File: src/rtl/uart_pkg.sv
// Shared types and constants for the UART transmit arbiter and related blocks.
package uart_pkg;

  localparam int BYTESIZES_DEFAULT = 8;

  localparam logic HDR_MSB_MARKER = 1'b1;

  typedef enum logic [2:0] {
    IDLE,
    HDR,
    LOAD,
    SEND,
    GAP
  } arb_state_t;

endpackage

File: src/rtl/rr_arbiter.sv
// Combinational round-robin winner search: the first asserted request at or
// above the pointer wins, wrapping around past the top index.
module rr_arbiter #(
  parameter int NUM_REQ = 4,
  parameter int IDW     = (NUM_REQ > 1) ? $clog2(NUM_REQ) : 1
) (
  input  logic [NUM_REQ-1:0] req_i,
  input  logic [IDW-1:0]     ptr_i,
  output logic [NUM_REQ-1:0] grant_o,
  output logic               found_o,
  output logic [IDW-1:0]     idx_o
);

  logic [NUM_REQ-1:0] rotated;
  int                 offset;
  int                 pos;

  // Rotate requests so the pointer sits at bit 0, take the lowest set bit, then map back.
  always_comb begin
    rotated = NUM_REQ'({req_i, req_i} >> ptr_i);
    grant_o = '0;
    found_o = 1'b0;
    offset  = 0;
    for (int k = NUM_REQ - 1; k >= 0; k--) begin
      if (rotated[k]) begin
        found_o = 1'b1;
        offset  = k;
      end
    end
    pos = int'(ptr_i) + offset;
    if (pos >= NUM_REQ) begin
      pos = pos - NUM_REQ;
    end
    idx_o = IDW'(pos);
    for (int j = 0; j < NUM_REQ; j++) begin
      grant_o[j] = found_o && (idx_o == IDW'(j));
    end
  end

endmodule

File: src/rtl/uart_tx_arbiter.sv
// Round-robin sharing of one uart_tx between several byte requesters.
// Latches the winning byte, drives the uart_tx handshake, waits for the rising
// edge of the frame-done level, enforces an inter-frame gap and aborts stalled
// frames after a timeout.
// Optional build macro UART_TX_ARB_ID_PREFIX_EN: each grant first sends a header
// byte carrying the requester index (HDR), then a one-cycle LOAD, then the payload.
module uart_tx_arbiter
  import uart_pkg::*;
#(
  parameter int NUM_REQ        = 4,
  parameter int BYTESIZES      = BYTESIZES_DEFAULT,
  parameter int GAP_CYCLES     = 16,
  parameter int TIMEOUT_CYCLES = 100000,
  localparam int IDW           = (NUM_REQ > 1) ? $clog2(NUM_REQ) : 1
) (
  input  logic                         clock,
  input  logic                         reset,
  input  logic [NUM_REQ-1:0]           req_valid_in,
  input  logic [NUM_REQ*BYTESIZES-1:0] req_data_in,
  output logic [NUM_REQ-1:0]           req_ready_out,
  output logic                         tx_valid_out,
  output logic [BYTESIZES-1:0]         tx_data_out,
  input  logic                         tx_done_in,
  output logic [IDW-1:0]               grant_id_out,
  output logic                         busy_out,
  output logic                         timeout_err_out
);

  localparam int TW       = (TIMEOUT_CYCLES > 1) ? $clog2(TIMEOUT_CYCLES + 1) : 1;
  localparam int GW       = (GAP_CYCLES > 0) ? $clog2(GAP_CYCLES + 1) : 1;
  localparam int TO_TERM  = (TIMEOUT_CYCLES > 0) ? TIMEOUT_CYCLES - 1 : 0;
  localparam int GAP_TERM = (GAP_CYCLES > 0) ? GAP_CYCLES - 1 : 0;

`ifdef UART_TX_ARB_ID_PREFIX_EN
  localparam arb_state_t FIRST_STATE = HDR;
`else
  localparam arb_state_t FIRST_STATE = SEND;
`endif

  arb_state_t           state_q, state_d;
  logic [IDW-1:0]       rrPtr_q;
  logic [IDW-1:0]       grantId_q;
  logic [BYTESIZES-1:0] txData_q;
  logic [NUM_REQ-1:0]   reqReady_q;
  logic                 timeoutErr_q;
  logic                 txDone_q;
  logic [TW-1:0]        toCnt_q;
  logic [GW-1:0]        gapCnt_q;

  logic [NUM_REQ-1:0]   winGrant;
  logic                 winFound;
  logic [IDW-1:0]       winIdx;
  logic [BYTESIZES-1:0] winData;
  logic [IDW-1:0]       nextPtr;
  logic                 doneRise;
  logic                 toTerm;
  logic                 gapTerm;
  logic                 inFrame;
  logic                 grantEv;
  logic                 timeoutEv;

  rr_arbiter #(
    .NUM_REQ(NUM_REQ),
    .IDW    (IDW)
  ) u_rr (
    .req_i  (req_valid_in),
    .ptr_i  (rrPtr_q),
    .grant_o(winGrant),
    .found_o(winFound),
    .idx_o  (winIdx)
  );

  assign doneRise  = tx_done_in & ~txDone_q;
  assign toTerm    = (toCnt_q == TW'(TO_TERM));
  assign gapTerm   = (gapCnt_q == GW'(GAP_TERM));
  assign inFrame   = (state_q == HDR) || (state_q == SEND);
  assign grantEv   = (state_q == IDLE) && winFound;
  assign timeoutEv = inFrame && toTerm && !doneRise;

  // Select the winner's byte and the pointer position just past the winner.
  always_comb begin
    winData = '0;
    for (int j = 0; j < NUM_REQ; j++) begin
      if (winIdx == IDW'(j)) begin
        winData = req_data_in[j*BYTESIZES +: BYTESIZES];
      end
    end
    nextPtr = (winIdx == IDW'(NUM_REQ - 1)) ? '0 : winIdx + IDW'(1);
  end

`ifdef UART_TX_ARB_ID_PREFIX_EN
  logic [BYTESIZES-1:0] payload_q;
  logic [BYTESIZES-1:0] hdrByte;

  // Header byte is the zero-extended requester index with the marker bit on top.
  always_comb begin
    hdrByte                = BYTESIZES'(winIdx);
    hdrByte[BYTESIZES-1]   = HDR_MSB_MARKER;
  end
`endif

  // State register.
  always_ff @(posedge clock) begin
    if (reset) begin
      state_q <= IDLE;
    end else begin
      state_q <= state_d;
    end
  end

  // Next-state logic; a done edge beats the timeout when both land together.
  always_comb begin
    state_d = state_q;
    case (state_q)
      IDLE: if (winFound) state_d = FIRST_STATE;
      HDR: begin
        if (doneRise) begin
          state_d = LOAD;
        end else if (toTerm) begin
          state_d = GAP;
        end
      end
      LOAD: state_d = SEND;
      SEND: begin
        if (doneRise || toTerm) begin
          state_d = GAP;
        end
      end
      GAP: if (gapTerm) state_d = IDLE;
      default: state_d = IDLE;
    endcase
  end

  // Outputs decoded from the current state.
  always_comb begin
    tx_valid_out = inFrame;
    busy_out     = (state_q != IDLE);
  end

  assign req_ready_out   = reqReady_q;
  assign tx_data_out     = txData_q;
  assign grant_id_out    = grantId_q;
  assign timeout_err_out = timeoutErr_q;

  // Grant bookkeeping, byte latch, done-edge history and the two saturating counters.
  always_ff @(posedge clock) begin
    if (reset) begin
      rrPtr_q      <= '0;
      grantId_q    <= '0;
      txData_q     <= '0;
      reqReady_q   <= '0;
      timeoutErr_q <= 1'b0;
      txDone_q     <= 1'b0;
      toCnt_q      <= '0;
      gapCnt_q     <= '0;
`ifdef UART_TX_ARB_ID_PREFIX_EN
      payload_q    <= '0;
`endif
    end else begin
      txDone_q     <= tx_done_in;
      reqReady_q   <= '0;
      timeoutErr_q <= timeoutEv;
      if (grantEv) begin
        reqReady_q <= winGrant;
        grantId_q  <= winIdx;
        rrPtr_q    <= nextPtr;
`ifdef UART_TX_ARB_ID_PREFIX_EN
        txData_q   <= hdrByte;
        payload_q  <= winData;
`else
        txData_q   <= winData;
`endif
      end
`ifdef UART_TX_ARB_ID_PREFIX_EN
      if ((state_q == HDR) && doneRise) begin
        txData_q <= payload_q;
      end
`endif
      if (inFrame) begin
        if (!toTerm) begin
          toCnt_q <= toCnt_q + TW'(1);
        end
      end else begin
        toCnt_q <= '0;
      end
      if (state_q == GAP) begin
        if (!gapTerm) begin
          gapCnt_q <= gapCnt_q + GW'(1);
        end
      end else begin
        gapCnt_q <= '0;
      end
    end
  end

endmodule

File: config.mk
export PLATFORM = sky130hd
export DESIGN_NAME = uart_tx_arbiter
export DESIGN_NICKNAME = d
export VERILOG_FILES = /design/src/rtl/uart_pkg.sv /design/src/rtl/rr_arbiter.sv /design/src/rtl/uart_tx_arbiter.sv
export SDC_FILE = /design/constraint.sdc
export NUM_CORES = 1
export LEC_CHECK = 0
export ABC_AREA = 1
export CORE_ASPECT_RATIO = 0.7
export CORE_MARGIN = 2
export CORE_UTILIZATION = 54
export DETAILED_ROUTE_END_ITERATION = 10
export HOLD_SLACK_MARGIN = 0.12
export PLACE_DENSITY = 0.82
export SETUP_SLACK_MARGIN = 0.05
export SKIP_CTS_REPAIR_TIMING = 1
export SYNTH_ARGS = -nofsm -noshare
export SYNTH_HDL_FRONTEND = slang
export SYNTH_SLANG_ARGS = --single-unit
File: constraint.sdc
create_clock -name clock -period 5.84 [get_ports clock]
set_input_delay 1.46 -clock clock [delete_from_list [all_inputs] [get_ports clock]]
set_output_delay 1.46 -clock clock [all_outputs]
set_load 0.01 [all_outputs]
==> results of run 1 <==
==> metal layers <==
layer	vias up	GRT usage	wire, µm
li1	1281	-	-
met2	62	0.394	2520
met4	0	0.0843	55
met1	1051	0.309	2760
met5	-	0	0
met3	6	0.0571	271
==> sequential cells by signal, indices dropped and copies added (netlist names) <==
register	cells
timeout_err_out	1
txDone_q	1
tx_data_out	8
gapCnt_q	5
toCnt_q	17
rrPtr_q	2
state_q	3
req_ready_out	4
grant_id_out	2
==> layout by cell type (no fill, tap or decap), drive strengths merged, types with 2 or more instances in the layout <==
cell and n:
nand2 100, nor2 56, clkdlybuf4s50 55, inv 44, dfxtp 43, a21oi 32, o21ai 29, nand3 24
ha 8, nand4 7, clkbuf 6, nor3 3, xor2 2, or2 2, a31oi 2, clkinv 2
==> cells by family after synthesis <==
kind of cell / after synthesis / synth area share
AOI/OAI and AO/OA: 66 / 0.149
xor gates and xnor gates: 2 / 0.00736
adders and majority gates: 8 / 0.0420
buffers and inverters: 53 / 0.0920
DFF: 43 / 0.362
and+or+nand+nor: 194 / 0.348
==> worst max-delay path: stages <==
cell and delay (ns):
clkdlybuf4s50_1 0.48, nand2_1 0.08, nand3_1 0.12, nand2_2 0.08, nand3_1 0.06, a21boi_0 0.08, ha_1 0.20, xor2_1 0.15
nand3b_1 0.17, nand2_1 0.13, inv_1 0.09, ha_1 0.31, nor2_2 0.32, nand2_1 0.08, nand2_1 0.07, o21ai_0 0.07
nand2_1 0.06, o21ai_0 0.10, nand2_1 0.10, nand2_1 0.07, nor2_1 0.11
==> power groups by stage <==
stage / Clock, mW / Combinational (mW) / Sequential [mW]
after floorplan: 0 / 0.558 / 0.396
after detailed placement: 0 / 0.760 / 0.392
after global placement: 0 / 0.743 / 0.390
final: 0.240 / 0.767 / 0.387
after CTS: 0.242 / 0.768 / 0.387
after global routing: 0.253 / 0.882 / 0.394
==> worst paths after layout <==
kind                    from              to  slack, ns  depth (start not counted)
max          req_valid_in[1]  tx_data_out[0]       1.65                         21
min              gapCnt_q[3]     gapCnt_q[3]       0.47                          2
max reg2reg       rrPtr_q[0]  tx_data_out[0]       2.72                         21
min reg2reg      gapCnt_q[3]     gapCnt_q[3]       0.47                          2
==> per-stage QoR <==
| step | setup slack, ns | instances | util |
|---|---|---|---|
| finish | 1.65 | 476 | 0.717 |
| global route | 1.39 | 476 | 0.717 |
| CTS | 1.69 | 476 | 0.717 |
| detailed placement | 1.44 | 468 | 0.689 |
| global placement | 1.57 | 468 | 0.689 |
| floorplan | 2.24 | 366 | - |
==> layout make-up <==
cell class	instances	area (µm²)
multi-input combinational	270	1300
timing repair buffer	55	551
clock buffer	6	82.6
tap	55	68.8
clock inverter	2	35.0
inverter	45	169
sequential	43	861
fill	388	1210
==> results_dict.tcl, run 1 <==
set metrics [dict create \
    htree_levels 2 \
    p_switching_mw 0.607 \
    synth_edf_count 0 \
    synth_fp_nets 413 \
    dpl_cell_area_um2 2950 \
    p_sw_frac 0.435 \
    hold_class "reg2reg" \
    cap_violations 0 \
    place_congestion 0.875 \
    grt_max_degree 21 \
    vias 2400 \
    ir_drop_v 0.000261 \
    crit_fanout 10 \
    grt_remaining_overflow 0 \
    period_minus_slack_ns 4.19 \
    power_frac_seq 0.278 \
    worstPathArrival_ns 4.43 \
    drtPass1Iterations 5 \
    drc 0 \
    ys_ff_latch 43 \
    grt_use_total 0.238 \
    slew_violations 0 \
    finalSetupTns_ns 0 \
    start_util 0.556 \
    yosysWarningCount 0 \
    cts_root_buf "clkbuf_8" \
    synthToLayoutAreaGrowth_pct 28.8 \
    grt_pass1_wl_um 9550 \
    power_mw 1.39 \
    io_pins 56 \
    clk_latency_ns 0.30 \
    cts_tree "yes" \
    netlist_instances 366 \
    synth.distinct_cells 31 \
    worstPathRequired_ns 6.07 \
    fin_crit_sh 0.718 \
    grt_pass1_vias 2201 \
    syn_area_um2 2380 \
    cts.sinks 43 \
    worst_slew_pin_slew_ns 0.547 \
    via_per_inst 5.04 \
    layout-drive-gt1-share 0.0618 \
    dieHeight_um 59.6 \
    wl_um 5610 \
    startpoint_type "input pin" \
    p_per_area_nw_per_um2 455 \
    die_area_um2 4960 \
    nets 467 \
    synth_area_leaders "dfxtp_1, nand2_1, nor2_1" \
    timing.fmax_ghz 0.238 \
    floorplan.die.width_um 83.4 \
    p_int_mw 0.787 \
    ys.flop_type "dfxtp_1" \
    power.leakage_nw 1.26 \
    finalInstanceArea_um2 3070 \
    synth.most_common_cell "nand2_1" \
    fp-row-count 20 \
    io_buffers 55 \
    final_hold_viol_count 0 \
    async_flop_share 0 \
    setup_violations 0 \
    yosys.area.top_type "dfxtp_1" \
    synth.top_cell.area_share 0.362 \
    status "complete, no violations" \
    wire_per_inst_um 11.8 \
    p_comb_frac 0.550 \
    ant_nets 0 \
    cts_buffer_depth 2 \
    holdWs_ns 0.471 \
    dp_hpwl_um 4180 \
    cts_made_buffers 5 \
    diodes 0 \
    grt_setup_unrepaired "false" \
    relSlewSlack 0.635 \
    core_um2 4280 \
    avgSynthCellArea_um2 6.51 \
    clk_transition_reported_paths_ns 0.08 \
    crit_path_end_kind "flip-flop" \
    synth_common_cells "nand2_1, nor2_1, dfxtp_1" \
    ys_seq_area_frac 0.362 \
    antenna_found_initial 0 \
    first_iter_violations 99 \
    critPathKind "in2reg" \
    clock_power_share 0.172 \
    finClkSkew_ns 0.00689 \
]
(Power assumes the default switching activity.)
==> run 2: changes to the inputs <==
--- a/config.mk
+++ b/config.mk
@@ -8,10 +8,10 @@
 export ABC_AREA = 1
 export CORE_ASPECT_RATIO = 0.7
 export CORE_MARGIN = 2
-export CORE_UTILIZATION = 54
+export CORE_UTILIZATION = 50
 export DETAILED_ROUTE_END_ITERATION = 10
 export HOLD_SLACK_MARGIN = 0.12
-export PLACE_DENSITY = 0.82
+export PLACE_DENSITY = 0.76
 export SETUP_SLACK_MARGIN = 0.05
 export SKIP_CTS_REPAIR_TIMING = 1
 export SYNTH_ARGS = -nofsm -noshare
==> constraint.sdc (replaced) <==
create_clock -name clock -period 3.9 [get_ports clock]
set_input_delay 0.975 -clock clock [delete_from_list [all_inputs] [get_ports clock]]
set_output_delay 0.975 -clock clock [all_outputs]
set_load 0.01 [all_outputs]
==> results_dict.tcl, run 2 (same netlist as run 1, synthesis figures left out) <==
set metrics [dict create \
    period_minus_slack_ns 3.42 \
    hp-start "gapCnt_q[3]" \
    worst_slew_pin_slew_ns 0.516 \
    layout-drive-gt1-share 0.0616 \
    final_hold_viol_count 0 \
    most-common-layout-cells "nand2_1, clkdlybuf4s50_1, nor2_1" \
    htree_levels 2 \
    grt_setup_unrepaired "false" \
    crit_fanout 9 \
    timing.rr.end "tx_data_out[5]" \
    cap_violations 0 \
    io_buffers 55 \
    antenna_found_initial 0 \
    io_pins 56 \
    path_buf_inv 3 \
    setup_violations 0 \
    worstPathRequired_ns 4.09 \
    synthToLayoutAreaGrowth_pct 28.0 \
    register_area_um2 861 \
    fin_ws_ns 0.476 \
    hold_class "reg2reg" \
    path_common_cell "nand2_1" \
    slew_violations 0 \
    regMostFlops "toCnt_q" \
    grt_max_degree 21 \
    r2r-start "rrPtr_q[0]" \
    clk_latency_ns 0.30 \
    ant_nets 0 \
    drc 0 \
    status "complete, no violations" \
    wire_per_inst_um 11.2 \
    startpoint_type "input pin" \
    cts_tree "yes" \
    grt_pass1_wl_um 9160 \
    finalSetupTns_ns 0 \
    fin_crit_sh 0.878 \
    nFillCells 412 \
    cts_root_buf "clkbuf_8" \
    vias 2406 \
    min_to "gapCnt_q[3]" \
    dp.cells 469 \
    p_per_area_nw_per_um2 660 \
    power.leakage_nw 1.25 \
    grt_pass1_vias 2101 \
    start_util 0.535 \
    r2r_slack_ns 1.05 \
    drtPass1Iterations 4 \
    finClkSkew_ns 0.0125 \
    multi_input_area_um2 1310 \
    cts.sinks 43 \
    reg2reg_depth 21 \
    met3WireLength_um 218 \
    first_iter_violations 144 \
    die_area_um2 5340 \
    grt_use_total 0.218 \
    crit_path_end_kind "flip-flop" \
    wl_met2_um 2270 \
    dp_hpwl_um 4200 \
    ir_drop_v 0.000379 \
    path_cells "clkdlybuf4s50_1 -> nand2_1 -> nand3_1 -> nand2_2 -> nand3_1 -> a21boi_0 -> ha_1 -> xor2_1 -> nand3b_1 -> nand2_1 -> inv_1 -> ha_1 -> buf_4 -> a21oi_1 -> nand2_1 -> o21ai_0 -> nand2_1 -> o21ai_0 -> nand2_1 -> nand2_1 -> nor2_1" \
    nets 468 \
    top_layer "met4" \
    final_cells 477 \
    clk_transition_reported_paths_ns 0.08 \
    largest_reg_flops 17 \
    floorplan.die.width_um 86.5 \
    diodes 0 \
    dieHeight_um 61.7 \
    cts_made_buffers 5 \
    wl_um 5360 \
    postLayoutCoreUtil 0.684 \
    cts_buffer_depth 2 \
    worstPathArrival_ns 3.61 \
    relSlewSlack 0.656 \
    cp_top_family "simple AND/OR/NAND/NOR gates" \
    critPathMaxStageDelay_ns 0.48 \
    critPathKind "in2reg" \
    pre_cts_slack_ns 0.156 \
    hold_depth 2 \
    cp_slowest_cell "clkdlybuf4s50_1" \
    core_um2 4450 \
    grt_remaining_overflow 0 \
    fp-row-count 20 \
    place_congestion 0.880 \
    timing.fmax_ghz 0.292 \
    drt-met1-wl_um 2810 \
    via_per_inst 5.04 \
    final_common_cell "nand2_1" \
]
==> run 2: cell type report <==
cell class	count	share of cell area
clock buffer	6	0.0238
clock inverter	2	0.00411
inverter	45	0.0554
multi-input combinational	270	0.429
sequential	43	0.282
tap	55	0.0226
timing repair buffer	56	0.183
==> run 2: report_power, final <==
group	switching [mW]	leakage, nW	internal [mW]
combinational	0.693	0.859	0.466
sequential	0.0564	0.351	0.519
clock	0.153	0.0412	0.125
==> run 2: how the worst max path moves through the flow <==
| stage | depth (start not counted) | startpoint | slack (ns) | to |
|---|---|---|---|---|
| final | 21 | req_valid_in[1] | 0.48 | tx_data_out[5] |
| after global routing | 21 | req_valid_in[1] | 0.07 | tx_data_out[2] |
| after CTS | 22 | req_valid_in[1] | 0.43 | tx_data_out[7] |
| after detailed placement | 22 | req_valid_in[1] | 0.16 | tx_data_out[7] |
| after global placement | 21 | req_valid_in[1] | 0.21 | tx_data_out[5] |
| after floorplan | 21 | req_valid_in[1] | 0.78 | tx_data_out[0] |
==> run 2: per-stage QoR <==
stage          power [mW]  hold slack [ns]  cell area, µm²
2_1_floorplan        1.43            0.439            2380
3_3_place_gp         1.71            0.452            2960
3_5_place_dp         1.73            0.453            2960
4_1_cts              2.01            0.466            3040
5_1_grt              2.25            0.493            3050
6_report             2.01            0.460            3050
==> run 2: routing by layer <==
layer / vias up / global-route usage
met5: - / 0
met4: 0 / 0.0647
met3: 9 / 0.0515
met2: 47 / 0.335
met1: 1066 / 0.309
li1: 1284 / -
==> run 2: tightest hold or removal path: stages (launching register included) <==
cell and delay [ns]:
dfxtp_1 0.31, nand2_1 0.06, a21oi_1 0.05
==> run 3: changes to the inputs <==
--- a/config.mk
+++ b/config.mk
@@ -10,7 +10,6 @@
 export CORE_MARGIN = 2
 export CORE_UTILIZATION = 50
 export DETAILED_ROUTE_END_ITERATION = 10
-export HOLD_SLACK_MARGIN = 0.12
 export PLACE_DENSITY = 0.76
 export SETUP_SLACK_MARGIN = 0.05
 export SKIP_CTS_REPAIR_TIMING = 1
==> constraint.sdc (replaced) <==
create_clock -name clock -period 3.65 [get_ports clock]
set_input_delay 0.9125 -clock clock [delete_from_list [all_inputs] [get_ports clock]]
set_output_delay 0.9125 -clock clock [all_outputs]
set_load 0.01 [all_outputs]
==> results_dict.tcl, run 3 (same netlist as run 1, synthesis figures left out) <==
set metrics [dict create \
    worstSetupStartpoint "req_valid_in[3]" \
    layout-drive-gt1-share 0.0800 \
    dieHeight_um 61.7 \
    timing.rr.end "tx_data_out[4]" \
    crit_cells 20 \
    start_util 0.535 \
    drtPass1Iterations 4 \
    via_per_inst 4.99 \
    io_pins 56 \
    status "complete, no violations" \
    critPathMaxStageDelay_ns 0.49 \
    finalSetupTns_ns 0 \
    critPathKind "in2reg" \
    hold_class "reg2reg" \
    finClkSkew_ns 0.00602 \
    reg2reg_depth 19 \
    diodes 0 \
    clk_transition_reported_paths_ns 0.08 \
    path_cells "clkdlybuf4s50_1 -> nand2_1 -> nand3_1 -> nand2_1 -> a21boi_2 -> ha_2 -> xor2_2 -> nand3b_1 -> nand2_2 -> inv_2 -> ha_1 -> buf_4 -> a21oi_1 -> nand2_1 -> o21ai_0 -> nand2_1 -> o21ai_0 -> nand2_1 -> nand2_1 -> nor2_1" \
    wire_per_inst_um 11.3 \
    final_common_cell "nand2_1" \
    grt_setup_unrepaired "false" \
    cts_made_buffers 5 \
    power_mw 2.35 \
    floorplan.die.width_um 86.5 \
    most-common-layout-cells "nand2_1, nor2_1, clkdlybuf4s50_1" \
    regMostFlops "toCnt_q" \
    p_comb_frac 0.550 \
    cp_top_family "simple AND/OR/NAND/NOR gates" \
    crit_path_end_kind "flip-flop" \
    power.leakage_nw 1.30 \
    cts.sinks 43 \
    path_buf_inv 3 \
    place_congestion 0.889 \
    die_area_um2 5340 \
    fp-row-count 20 \
    power_frac_seq 0.263 \
    ir_drop_v 0.000376 \
    wl_um 5400 \
    nets 471 \
    crit_fanout 9 \
    drc 0 \
    period_minus_slack_ns 3.30 \
    grt_max_degree 21 \
    grt_pass1_wl_um 9180 \
    setup_violations 0 \
    vias 2394 \
    synthToLayoutAreaGrowth_pct 31.7 \
    core_um2 4450 \
    io_buffers 55 \
    cts_tree "yes" \
    p_switching_mw 0.983 \
    slew_violations 0 \
    grt_remaining_overflow 0 \
    antenna_found_initial 0 \
    r2r-start "rrPtr_q[1]" \
    r2r_slack_ns 0.84 \
    largest_reg_flops 17 \
    relSlewSlack 0.663 \
    htree_levels 2 \
    p_sw_frac 0.419 \
    dp_hpwl_um 4030 \
    cts_root_buf "clkbuf_8" \
    worstPathRequired_ns 3.85 \
    cap_violations 0 \
    startpoint_type "input pin" \
    ant_nets 0 \
    endpoint "tx_data_out[4]" \
    worst_slew_pin_slew_ns 0.505 \
    grt_use_total 0.219 \
    worstPathArrival_ns 3.50 \
    p_int_mw 1.36 \
    cp_slowest_cell "clkdlybuf4s50_1" \
    clock_power_share 0.187 \
    final_hold_viol_count 0 \
    clk_latency_ns 0.30 \
    fin_crit_sh 0.905 \
    p_per_area_nw_per_um2 748 \
    first_iter_violations 95 \
    path_common_cell "nand2_1" \
    timing.fmax_ghz 0.303 \
    grt_pass1_vias 2086 \
    cts_buffer_depth 2 \
]
[run 3: changes by cell type in the layout (fill, tap and decap cells not counted), sizes merged]
cell | previous run | this run
dlymetal6s2s | 0 | 1
clkdlybuf4s50 | 55 | 54
clkinv | 2 | 1
clkinvlp | 1 | 0
buf | 1 | 4
bufinv | 0 | 2
[run 3: power by group through the flow]
stage          logic [mW]  clock network [mW]  registers, mW
2_1_floorplan       0.893                   0          0.634
3_3_place_gp         1.22                   0          0.622
3_5_place_dp         1.23                   0          0.625
4_1_cts              1.24               0.445          0.616
5_1_grt              1.48               0.462          0.630
6_report             1.29               0.438          0.617
[run 3: per-layer routing]
layer / GRT usage / share of wire
met3: 0.0436 / 0.029
met1: 0.293 / 0.53
met5: 0 / 0
met2: 0.366 / 0.43
met4: 0.0670 / 0.0091
[run 3: cell type report]
cell class                      instances  area [µm²]
Clock buffer                            6        72.6
Multi-Input combinational cell        270        1320
Fill cell                             369        1320
Timing Repair Buffer                   59         583
Inverter                               45         169
Clock inverter                          2        60.1
Tap cell                               55        68.8
Sequential cell                        43         861
[run 3: how the worst min path moves through the flow]
stage	cells past startpoint	slack, ns	from	endpoint
after global placement	2	0.45	gapCnt_q[3]	gapCnt_q[3]
after floorplan	2	0.44	gapCnt_q[3]	gapCnt_q[3]
after global routing	2	0.50	gapCnt_q[3]	gapCnt_q[3]
final	2	0.47	gapCnt_q[3]	gapCnt_q[3]
after detailed placement	2	0.46	gapCnt_q[3]	gapCnt_q[3]
after CTS	2	0.47	gapCnt_q[3]	gapCnt_q[3]
[run 3: worst register-to-register path, stage by stage, from the launching register on]
cell and delay [ns]:
dfxtp_1 0.51, inv_1 0.16, nand3_1 0.11, nand2_1 0.07
a21boi_2 0.16, ha_2 0.18, xor2_2 0.14, nand3b_1 0.18
nand2_2 0.10, inv_2 0.05, ha_1 0.22, buf_4 0.18
a21oi_1 0.13, nand2_1 0.06, o21ai_0 0.07, nand2_1 0.06
o21ai_0 0.10, nand2_1 0.09, nand2_1 0.08, nor2_1 0.05
[run 3: per-stage QoR]
step                      hold WS (ns)  instance area (µm²)  instances  utilization  setup slack (ns)
after floorplan                  0.439                 2380        366            -             0.593
after global placement           0.450                 2970        470        0.666            0.0212
after detailed placement         0.459                 2970        470        0.666           -0.0828
after CTS                        0.471                 3100        478        0.696             0.164
after global routing             0.496                 3140        480        0.704            0.0735
final                            0.470                 3140        480        0.704             0.345
